<file path="src/rtl/memory_pkg.sv">
// Shared memory-subsystem definitions used by the D1 request arbiter.
package memory_pkg;

    typedef enum logic [0:0] {
        IDLE  = 1'b0,
        GRANT = 1'b1
    } d1_arb_state_t;

    localparam int D1_ARB_N = 4;

endpackage

</file>
<file path="src/rtl/onehot_enc.sv">
// Non-priority one-hot to binary encoder: ORs the indices of all set bits,
// so the input must carry at most one set bit for a meaningful result.
module onehot_enc #(
    parameter int D = 4,
    parameter int E = 2
) (
    input  logic [D-1:0] d_i,
    output logic [E-1:0] e_o
);

    // OR together the index of every asserted input bit
    always_comb begin
        e_o = {E{1'b0}};
        for (int i = 0; i < D; i++) begin
            e_o = e_o | (E'(i) & {E{d_i[i]}});
        end
    end

endmodule

</file>
<file path="src/rtl/d1_req_arbiter.sv">
// Round-robin arbiter sharing the D1 data-cache request port among N requesters.
// One registered grant at a time, held until the cache accepts it.
module d1_req_arbiter
    import memory_pkg::*;
#(
    parameter int N     = D1_ARB_N,
    parameter int IDX_W = (N > 1) ? $clog2(N) : 1
) (
    input  logic             clk_i,
    input  logic             rst_n_i,
    input  logic [N-1:0]     req_valid_i,
    output logic [N-1:0]     req_ready_o,
    output logic             gnt_valid_o,
    output logic [IDX_W-1:0] gnt_idx_o,
    input  logic             gnt_ready_i,
    output logic [IDX_W-1:0] prio_ptr_o
);

    d1_arb_state_t    state_q, state_d;
    logic [IDX_W-1:0] gnt_idx_q, gnt_idx_d;
    logic [IDX_W-1:0] ptr_q, ptr_d;

    logic             handshake_s;
    logic [IDX_W-1:0] ptr_inc_s;
    logic [IDX_W-1:0] sel_ptr_s;
    logic [N-1:0]     served_oh_s;
    logic [N-1:0]     sel_vec_s;
    logic [N-1:0]     hi_s;
    logic [N-1:0]     hi_low_s;
    logic [N-1:0]     all_low_s;
    logic [IDX_W-1:0] hi_idx_s;
    logic [IDX_W-1:0] all_idx_s;
    logic [IDX_W-1:0] sel_idx_s;

    assign handshake_s = (state_q == GRANT) && gnt_ready_i;

    // Pointer after serving gnt_idx_q; wraps explicitly so non-power-of-2 N works
    always_comb begin
        if (gnt_idx_q == IDX_W'(N - 1)) begin
            ptr_inc_s = {IDX_W{1'b0}};
        end else begin
            ptr_inc_s = gnt_idx_q + IDX_W'(1);
        end
    end

    // On a handshake the served requester is excluded and the advanced pointer is used
    always_comb begin
        sel_ptr_s = handshake_s ? ptr_inc_s : ptr_q;
        for (int i = 0; i < N; i++) begin
            served_oh_s[i] = (gnt_idx_q == IDX_W'(i));
        end
        sel_vec_s = handshake_s ? (req_valid_i & ~served_oh_s) : req_valid_i;
        for (int i = 0; i < N; i++) begin
            hi_s[i] = sel_vec_s[i] && (IDX_W'(i) >= sel_ptr_s);
        end
    end

    // Isolate the lowest set bit so the non-priority encoder sees a one-hot vector
    assign hi_low_s  = hi_s & (~hi_s + N'(1));
    assign all_low_s = sel_vec_s & (~sel_vec_s + N'(1));

    onehot_enc #(.D(N), .E(IDX_W)) u_enc_hi (
        .d_i (hi_low_s),
        .e_o (hi_idx_s)
    );

    onehot_enc #(.D(N), .E(IDX_W)) u_enc_all (
        .d_i (all_low_s),
        .e_o (all_idx_s)
    );

    assign sel_idx_s = (|hi_s) ? hi_idx_s : all_idx_s;

    // Next-state logic for the grant FSM
    always_comb begin
        state_d   = state_q;
        gnt_idx_d = gnt_idx_q;
        ptr_d     = ptr_q;
        case (state_q)
            IDLE: begin
                if (|req_valid_i) begin
                    state_d   = GRANT;
                    gnt_idx_d = sel_idx_s;
                end else begin
                    state_d   = IDLE;
                end
            end
            GRANT: begin
                if (gnt_ready_i) begin
                    ptr_d = ptr_inc_s;
                    if (|sel_vec_s) begin
                        gnt_idx_d = sel_idx_s;
                    end else begin
                        state_d   = IDLE;
                    end
                end else begin
                    state_d = GRANT;
                end
            end
            default: begin
                state_d = IDLE;
            end
        endcase
    end

    // State, grant index and priority pointer registers
    always_ff @(posedge clk_i or negedge rst_n_i) begin
        if (!rst_n_i) begin
            state_q   <= IDLE;
            gnt_idx_q <= {IDX_W{1'b0}};
            ptr_q     <= {IDX_W{1'b0}};
        end else begin
            state_q   <= state_d;
            gnt_idx_q <= gnt_idx_d;
            ptr_q     <= ptr_d;
        end
    end

    // Accept strobe goes only to the granted requester, straight from the cache ready
    always_comb begin
        for (int i = 0; i < N; i++) begin
            req_ready_o[i] = handshake_s && served_oh_s[i];
        end
    end

    assign gnt_valid_o = (state_q == GRANT);
    assign gnt_idx_o   = gnt_idx_q;
    assign prio_ptr_o  = ptr_q;

endmodule

</file>
<file path="config.mk">
export PLATFORM = sky130hd
export DESIGN_NAME = d1_req_arbiter
export DESIGN_NICKNAME = d
export VERILOG_FILES = /design/src/rtl/memory_pkg.sv /design/src/rtl/onehot_enc.sv /design/src/rtl/d1_req_arbiter.sv
export SDC_FILE = /design/constraint.sdc
export NUM_CORES = 1
export LEC_CHECK = 0
export CAP_MARGIN = 30
export CELL_PAD_IN_SITES_DETAIL_PLACEMENT = 1
export CELL_PAD_IN_SITES_GLOBAL_PLACEMENT = 1
export CORE_MARGIN = 5
export CORE_UTILIZATION = 30
export CTS_CLUSTER_DIAMETER = 150
export DETAILED_ROUTE_END_ITERATION = 16
export PLACE_DENSITY = 0.77
export SLEW_MARGIN = 5
export SYNTH_ARGS = -nofsm -noshare
export SYNTH_HDL_FRONTEND = slang
export SYNTH_SLANG_ARGS = --single-unit
</file>
<file path="constraint.sdc">
create_clock -name clk_i -period 3.9 [get_ports clk_i]
set_clock_uncertainty 0.05 [all_clocks]
set_input_delay 1.17 -clock clk_i [delete_from_list [all_inputs] [get_ports clk_i]]
set_output_delay 1.17 -clock clk_i [all_outputs]
set_load 0.005 [all_outputs]
</file>
==> impl_metrics.tcl, run 1 <==
set metrics [dict create \
    finalWorstSetupSlack_ns 0.166 \
    synthesis.instances 44 \
    finalHoldViolCount 0 \
    hpwl_um 886 \
    startpoint "gnt_ready_i" \
    row_count 13 \
    area_delta_synth_final_pct 49.7 \
    yosysUniqueCellTypes 24 \
    nets 75 \
    gp_congestion 0.740 \
    wl_met2_um 476 \
    start_util 0.310 \
    cp.buffers_inverters 3 \
    cts_tree "yes" \
    clk_latency_ns 0.24 \
    dieArea_mm2 0.00213 \
    slowest_delay_ns 0.59 \
    met1_length_um 503 \
    clockBufferDepth 2 \
    fin_crit_sh 0.957 \
    finalSetupTns_ns 0 \
    critPathTopFamily "buffers and inverters" \
    cts-root-buf "clkbuf_4" \
    crit_required_ns 2.68 \
    ir_worst_vdd_uv 315 \
    rsz0062_at_grt "false" \
    cts.sinks 5 \
    worst-setup-path-type "in -> out" \
    diodes 0 \
    postRouteAntennaNets 0 \
    maxCapViolations 0 \
    grt_pass1_vias 373 \
    syn_nets 55 \
    die_w_um 46.2 \
    hold_buffers 0 \
    fmax_mhz 268 \
    p_leak_nw 0.283 \
    worstPathArrival_ns 2.51 \
    slew_headroom 0.732 \
    post-route-drc-count 0 \
    core_area_mm2 0.00127 \
    io_pins 16 \
    path_max_fanout 6 \
    period_needed_ns 3.73 \
    cts_resized 0 \
    detailedPlace.worstSlack_ns 0.163 \
    cts_setup_buffers 0 \
    vias 383 \
    fp.dieH_um 46.2 \
    wire_per_inst_um 13.5 \
    slowest_stage "clkdlybuf4s50_1" \
    wirelength_mm 1.06 \
    crit_top_cell "clkdlybuf4s50_1" \
    port_buffers 15 \
    hp-class "reg -> reg" \
    crit_chain "clkdlybuf4s50_1 > nand3_1 > inv_1 > clkdlybuf4s50_1" \
    min_from "prio_ptr_o[0]" \
    power_density_mw_per_mm2 623 \
    yosys_warnings 0 \
    final_area_um2 588 \
    grt_overflow 0 \
    drtPass1Iterations 4 \
    slew_viol_final 0 \
    endpoint_kind "output pin" \
    drive_gt1_frac 0.0952 \
    htreeDepth 1 \
    status "complete, no violations" \
    netlist_area_um2 393 \
    via_per_inst 4.91 \
    dpl-instance-area_um2 562 \
    grt_max_degree 10 \
    crit-reg2reg-launch "gnt_idx_o[0]" \
    ys_ff_latch 5 \
    wl_met3_um 39 \
    track_usage 0.115 \
    worstMarginPinSlew_ns 0.391 \
    setup_viol 0 \
    startpoint_type "input pin" \
    seq_area_frac_synth 0.318 \
    antenna_found_initial 0 \
    syn_area_per_cell_um2 8.93 \
    cts_buffers 3 \
    grt_pass1_wl_mm 1.67 \
    cts.clk_slew.worst_paths_ns 0.04 \
    top_layer "met4" \
    drt_iter0_drc 5 \
]
synthesized netlist by cell type (all sizes together):
master,number,area share
inv,6,0.057
dfrtp,5,0.32
ha,4,0.13
nand2,4,0.045
a21oi,3,0.038
nand3,3,0.038
mux2i,2,0.051
nor2,2,0.019
a211o,1,0.022
a22oi,1,0.019
a41oi,1,0.022
and2,1,0.016
and3,1,0.019
mux2,1,0.038
nand2b,1,0.016
nand4,1,0.016
o21ai,1,0.013
o221ai,1,0.022
o2bb2ai,1,0.022
o31a,1,0.022
o31ai,1,0.019
or2b,1,0.019
or4,1,0.019
cells by family (layout without fill, tap and decap cells):
kind of cell               after synthesis  after routing  synth area share
muxes                                    3              3            0.0892
adders and majority gates                4              4             0.127
AOI/OAI and AO/OA                       11             11             0.201
and+or+nand+nor                         15             15             0.207
buffers and inverters                    6             25            0.0573
DFF                                      5              5             0.318
power by group:
part           switching, mW  internal, mW  total, mW
Clock                 0.0192        0.0386     0.0578
Sequential            0.0205        0.0741     0.0946
Combinational         0.0971         0.117      0.214
area by class of cell:
class | count | area (µm²)
Multi-Input combinational cell | 33 | 245
Inverter | 6 | 22.5
Fill cell | 164 | 681
Tap cell | 15 | 18.8
Clock buffer | 4 | 26.3
Timing Repair Buffer | 15 | 150
Sequential cell | 5 | 125
worst register-to-register path, delay by kind of cell, from the launching register on:
kind	cells	cell delay, ns
adders and majority gates	1	0.30
DFF	1	0.41
buffers and inverters	1	0.10
muxes	2	0.49
AOI/OAI and AO/OA	2	0.38
metal layers:
layer / global-route usage / vias to the layer above
met4: 0.102 / 0
met3: 0.0117 / 4
met1: 0.140 / 172
met5: 0 / -
li1: - / 198
met2: 0.176 / 9
stage by stage:
stage                     utilization  total power, mW  hold slack [ns]  instances
after global placement          0.443            0.307            0.494         74
after global routing            0.464            0.403            0.542         78
after detailed placement        0.443            0.312            0.502         74
after floorplan                     -            0.206            0.491         44
final                           0.464            0.366            0.505         78
after CTS                       0.464            0.374            0.513         78
flip-flops by register name, indices dropped and copies added, names as in the netlist:
name / count
prio_ptr_o: 2
gnt_valid_o: 1
gnt_idx_o: 2
worst paths after layout:
path	end	slack, ns	depth (start not counted)
max	req_ready_o[3]	0.17	4
min	prio_ptr_o[0]	0.50	1
max reg2reg	gnt_idx_o[1]	2.08	6
min in group asynchronous	prio_ptr_o[0]	1.09	1
max in group asynchronous	prio_ptr_o[1]	2.53	1
min reg2reg	prio_ptr_o[0]	0.50	1
cells in the final DEF, fill, tap and decap left out:
| cell type | synthesis | routed |
|---|---|---|
| o31a_1 | 1 | 1 |
| clkdlybuf4s50_1 | 0 | 15 |
| mux2_4 | 1 | 1 |
| inv_1 | 6 | 6 |
| or2b_1 | 1 | 1 |
| nand3_1 | 3 | 3 |
| o31ai_1 | 1 | 1 |
| nand2_2 | 1 | 1 |
| and3_2 | 1 | 1 |
| and2_1 | 1 | 1 |
| nand2_1 | 3 | 3 |
| a21oi_1 | 3 | 3 |
| a41oi_1 | 1 | 1 |
| clkbuf_1 | 0 | 1 |
| nand2b_1 | 1 | 1 |
| o21ai_0 | 1 | 1 |
| o221ai_1 | 1 | 1 |
| dfrtp_1 | 5 | 5 |
| clkbuf_4 | 0 | 3 |
| nor2_1 | 2 | 2 |
| ha_1 | 4 | 4 |
| or4_1 | 1 | 1 |
| o2bb2ai_1 | 1 | 1 |
| a22oi_1 | 1 | 1 |
| a211o_1 | 1 | 1 |
| mux2i_1 | 2 | 2 |
| nand4_1 | 1 | 1 |
Note: power is estimated with default switching activity, not from simulation.
==> inputs of run 2 (changes only) <==
Settings changed: CORE_AREA set to 2 2 39 41, CORE_MARGIN 5 to not set, CORE_UTILIZATION 30 to not set, CTS_BUF_LIST set to sky130_fd_sc_hd__clkbuf_4 sky130_fd_sc_hd__clkbuf_8, DIE_AREA set to 0 0 41 43, PLACE_DENSITY 0.77 to 0.75.
==> run 2 against run 1 <==
Die area shrank 17%. Worst setup slack improved by 0.0049 ns. Critical path type unchanged. Non-clock buffer count unchanged. Count of clock-buffer cells in the layout stayed put. First-iteration DRC count down 60%. Via count rose by 3.7%. Highest routed layer is now met3. Cell count up 1.3%. Final area up 0.85%. Clock power increased by 15%. Sequential share of layout area shrank 0.18 points.
==> impl_metrics.tcl, run 2 (synthesized netlist as in run 1, its figures left out) <==
set metrics [dict create \
    finalWorstSetupSlack_ns 0.171 \
    area_delta_synth_final_pct 51.0 \
    post-route-drc-count 0 \
    drtPass1Iterations 4 \
    final_core_util 0.429 \
    setup_viol 0 \
    wirelength_mm 1.04 \
    period_needed_ns 3.73 \
    core_area_mm2 0.00138 \
    fp.dieH_um 43 \
    ff2ff_setup_slack_ns 2.11 \
    hp-class "reg -> reg" \
    cts_tree "yes" \
    startpoint_type "input pin" \
    worstMarginPinSlew_ns 0.414 \
    cts-root-buf "clkbuf_4" \
    port_buffers 15 \
    hpwl_um 845 \
    crit-reg2reg-launch "gnt_idx_o[0]" \
    cts_buffers 3 \
    n_fill_cell 164 \
    track_usage 0.135 \
    cts_setup_buffers 0 \
    via_per_inst 5.03 \
    min_from "prio_ptr_o[0]" \
    io_pins 16 \
    fmax_mhz 268 \
    cts.clk_slew.worst_paths_ns 0.05 \
    slew_headroom 0.716 \
    fin_crit_sh 0.956 \
    r2r_end "gnt_idx_o[1]" \
    path_max_fanout 6 \
    detailedPlace.worstSlack_ns 0.171 \
    vias 397 \
    dieArea_mm2 0.00176 \
    power_density_mw_per_mm2 636 \
    p_leak_nw 0.287 \
    placedCellCount 75 \
    crit_required_ns 2.68 \
    antenna_found_initial 0 \
    worstPathArrival_ns 2.51 \
    status "complete, no violations" \
    final_cell_mix "clkdlybuf4s50_1 (15), inv_1 (6), dfrtp_1 (5)" \
    finalHoldViolCount 0 \
    postRouteAntennaNets 0 \
    grt_pass1_vias 351 \
    worst-setup-path-type "in -> out" \
    drt_iter0_drc 2 \
    clk_latency_ns 0.24 \
    start_util 0.284 \
    gp_congestion 0.769 \
    endpoint_kind "output pin" \
    htreeDepth 1 \
    wire_per_inst_um 13.2 \
    nets 75 \
    grt_pass1_wl_mm 1.59 \
    r2r_cells 6 \
    diodes 0 \
    grt_max_degree 10 \
    ir_worst_vdd_uv 260 \
    min_to "prio_ptr_o[0]" \
    drive_gt1_frac 0.111 \
    finalSetupTns_ns 0 \
    grt_overflow 0 \
    cts_resized 0 \
    layout_commonest_cell "clkdlybuf4s50_1" \
    hold_buffers 0 \
    cts.sinks 5 \
    instances_no_fill 79 \
    row_count 14 \
    rsz0062_at_grt "false" \
    min_delay_path_depth 1 \
    slew_viol_final 0 \
    die_w_um 41 \
    maxCapViolations 0 \
    clockBufferDepth 2 \
]
[run 2: changes by cell type in the layout (fill, tap and decap cells not counted)]
cell      before  now
clkbuf_1       1    0
clkbuf_4       3    4
[run 2: power breakdown]
part / total, mW / internal [mW] / leakage [nW] / switching, mW
combinational: 0.216 / 0.117 / 0.211 / 0.0990
clock: 0.0666 / 0.0456 / 0.0184 / 0.0210
sequential: 0.0948 / 0.0740 / 0.0567 / 0.0208
[run 2: cell type report]
cell class                      count  area (µm²)  area share
Multi-Input combinational cell     33         245       0.414
Timing Repair Buffer               15         150       0.253
Sequential cell                     5         125       0.211
Clock buffer                        4        30.0      0.0506
Inverter                            6        22.5      0.0380
Tap cell                           16        20.0      0.0338
[run 2: per-layer routing]
metal	share of wire	wire [µm]	vias to the layer above	global-route usage
met5	0	0	-	0
met4	0	0	0	0.0600
met3	0.028	29	0	0.0471
met2	0.50	520	11	0.209
met1	0.47	492	191	0.159
li1	-	-	195	-
[run 2: per-stage QoR]
step                instance area [µm²]  hold slack, ns  total power [mW]
floorplan                           393           0.491             0.206
global placement                    563           0.494             0.308
detailed placement                  563           0.509             0.312
CTS                                 593           0.519             0.381
global route                        593           0.550             0.415
finish                              593           0.517             0.377
[run 2: worst max-delay path: stages]
cell             delay, ns
clkdlybuf4s50_1       0.58
nand3_1               0.18
inv_1                 0.08
clkdlybuf4s50_1       0.50
[run 2: how the worst max path moves through the flow]
stage	endpoint	startpoint
6_report	req_ready_o[1]	gnt_ready_i
5_1_grt	req_ready_o[3]	gnt_ready_i
4_1_cts	req_ready_o[1]	gnt_ready_i
3_5_place_dp	req_ready_o[1]	gnt_ready_i
3_3_place_gp	req_ready_o[3]	gnt_ready_i
2_1_floorplan	req_ready_o[0]	gnt_ready_i
==> inputs of run 3 (changes only) <==
--- a/config.mk
+++ b/config.mk
@@ -7,3 +7,3 @@
 export LEC_CHECK = 0
-export CAP_MARGIN = 30
+export CAP_MARGIN = 25
 export CELL_PAD_IN_SITES_DETAIL_PLACEMENT = 1
@@ -12,3 +12,2 @@
 export CTS_BUF_LIST = sky130_fd_sc_hd__clkbuf_4 sky130_fd_sc_hd__clkbuf_8
-export CTS_CLUSTER_DIAMETER = 150
 export DETAILED_ROUTE_END_ITERATION = 16
==> constraint.sdc (replaced) <==
create_clock -name clk_i -period 3.9 [get_ports clk_i]
set_clock_uncertainty 0.05 [all_clocks]
set_input_delay 0.78 -clock clk_i [delete_from_list [all_inputs] [get_ports clk_i]]
set_output_delay 0.78 -clock clk_i [all_outputs]
set_load 0.005 [all_outputs]
==> run 3 against run 2 <==
Combinational power is essentially flat. Die area is the same. Count of clock-buffer cells in the layout is the same. Largest cell class unchanged. Largest power group unchanged.
==> impl_metrics.tcl, run 3 (synthesized netlist as in run 1, its figures left out) <==
set metrics [dict create \
    core_area_mm2 0.00138 \
    io_pins 16 \
    rsz0062_at_grt "false" \
    crit_required_ns 3.07 \
    cts.sinks 5 \
    dieArea_mm2 0.00176 \
    status "complete, no violations" \
    crit-reg2reg-launch "gnt_idx_o[0]" \
    period_needed_ns 2.95 \
    fmax_mhz 339 \
    die_w_um 41 \
    startpoint_type "input pin" \
    drive_gt1_frac 0.111 \
    finalSetupTns_ns 0 \
    finalWorstSetupSlack_ns 0.947 \
    wire_per_inst_um 13.0 \
    placedCellCount 75 \
    clockBufferDepth 2 \
    grt_overflow 0 \
    maxCapViolations 0 \
    instances_no_fill 79 \
    grt_max_degree 10 \
    gp_congestion 0.769 \
    drtPass1Iterations 1 \
    via_per_inst 5.00 \
    start_util 0.284 \
    postRouteAntennaNets 0 \
    worstMarginPinSlew_ns 0.376 \
    area_delta_synth_final_pct 51.0 \
    whs_ns 0.527 \
    cts-root-buf "clkbuf_4" \
    endpoint_kind "output pin" \
    cts_resized 0 \
    hpwl_um 861 \
    htreeDepth 1 \
    layout_commonest_cell "clkdlybuf4s50_1" \
    startpoint "gnt_ready_i" \
    power_density_mw_per_mm2 634 \
    hp-class "reg -> reg" \
    r2r_cells 6 \
    vias 395 \
    crit_chain "clkdlybuf4s50_1 > nand3_1 > inv_1 > clkdlybuf4s50_1" \
    slew_viol_final 0 \
    worst-setup-path-type "in -> out" \
    grt_pass1_wl_mm 1.52 \
    final_cell_mix "clkdlybuf4s50_1 (15), inv_1 (6), dfrtp_1 (5)" \
    ir_worst_vdd_uv 286 \
    ff2ff_setup_slack_ns 2.10 \
    min_from "prio_ptr_o[0]" \
    clk_latency_ns 0.25 \
    power_mw 0.376 \
    worstPathArrival_ns 2.12 \
    finalHoldViolCount 0 \
    nets 75 \
    cts_buffers 3 \
    fin_crit_sh 0.757 \
    slowest_stage "clkdlybuf4s50_1" \
    post-route-drc-count 0 \
    path_max_fanout 6 \
    cts_tree "yes" \
    final_core_util 0.429 \
    crit_top_cell "clkdlybuf4s50_1" \
    slowest_delay_ns 0.57 \
    p_leak_nw 0.287 \
    hold_buffers 0 \
    wirelength_mm 1.02 \
    cts.clk_slew.worst_paths_ns 0.04 \
    setup_viol 0 \
    drt_iter0_drc 0 \
    track_usage 0.128 \
    final_area_um2 593 \
    port_buffers 15 \
    diodes 0 \
    grt_pass1_vias 358 \
    dpl-instance-area_um2 563 \
    row_count 14 \
    cts_setup_buffers 0 \
    antenna_found_initial 0 \
    slew_headroom 0.742 \
    fp.dieH_um 43 \
    detailedPlace.worstSlack_ns 0.944 \
    min_delay_path_depth 1 \
]
[run 3: worst max-delay path, delay by kind of cell]
family                 cells  cell delay, ns
buffers and inverters      3            1.16
and+or+nand+nor            1            0.18
[run 3: where the power goes]
| part | total, mW | switching [mW] | internal (mW) | leakage (nW) |
|---|---|---|---|---|
| registers | 0.0938 | 0.0198 | 0.0740 | 0.0567 |
| clock network | 0.0689 | 0.0232 | 0.0457 | 0.0184 |
| logic | 0.213 | 0.0957 | 0.117 | 0.211 |
| total | 0.376 | 0.139 | 0.237 | 0.287 |
[run 3: final timing paths]
check,end
worst max-delay path,req_ready_o[1]
worst min-delay path,prio_ptr_o[0]
worst max register to register,gnt_idx_o[1]
worst min register to register,prio_ptr_o[0]
max in group asynchronous,gnt_idx_o[1]
min in group asynchronous,gnt_idx_o[0]
[run 3: final cells by class]
class / instances / area, µm²
fill: 171 / 791
multi-input combinational: 33 / 245
timing repair buffer: 15 / 150
sequential: 5 / 125
clock buffer: 4 / 30.0
inverter: 6 / 22.5
tap: 16 / 20.0
[run 3: metal layers]
layer | track usage | wire length [µm]
met4 | 0.0400 | 0
met2 | 0.206 | 520
met3 | 0.0471 | 47
met5 | 0 | 0
met1 | 0.149 | 455
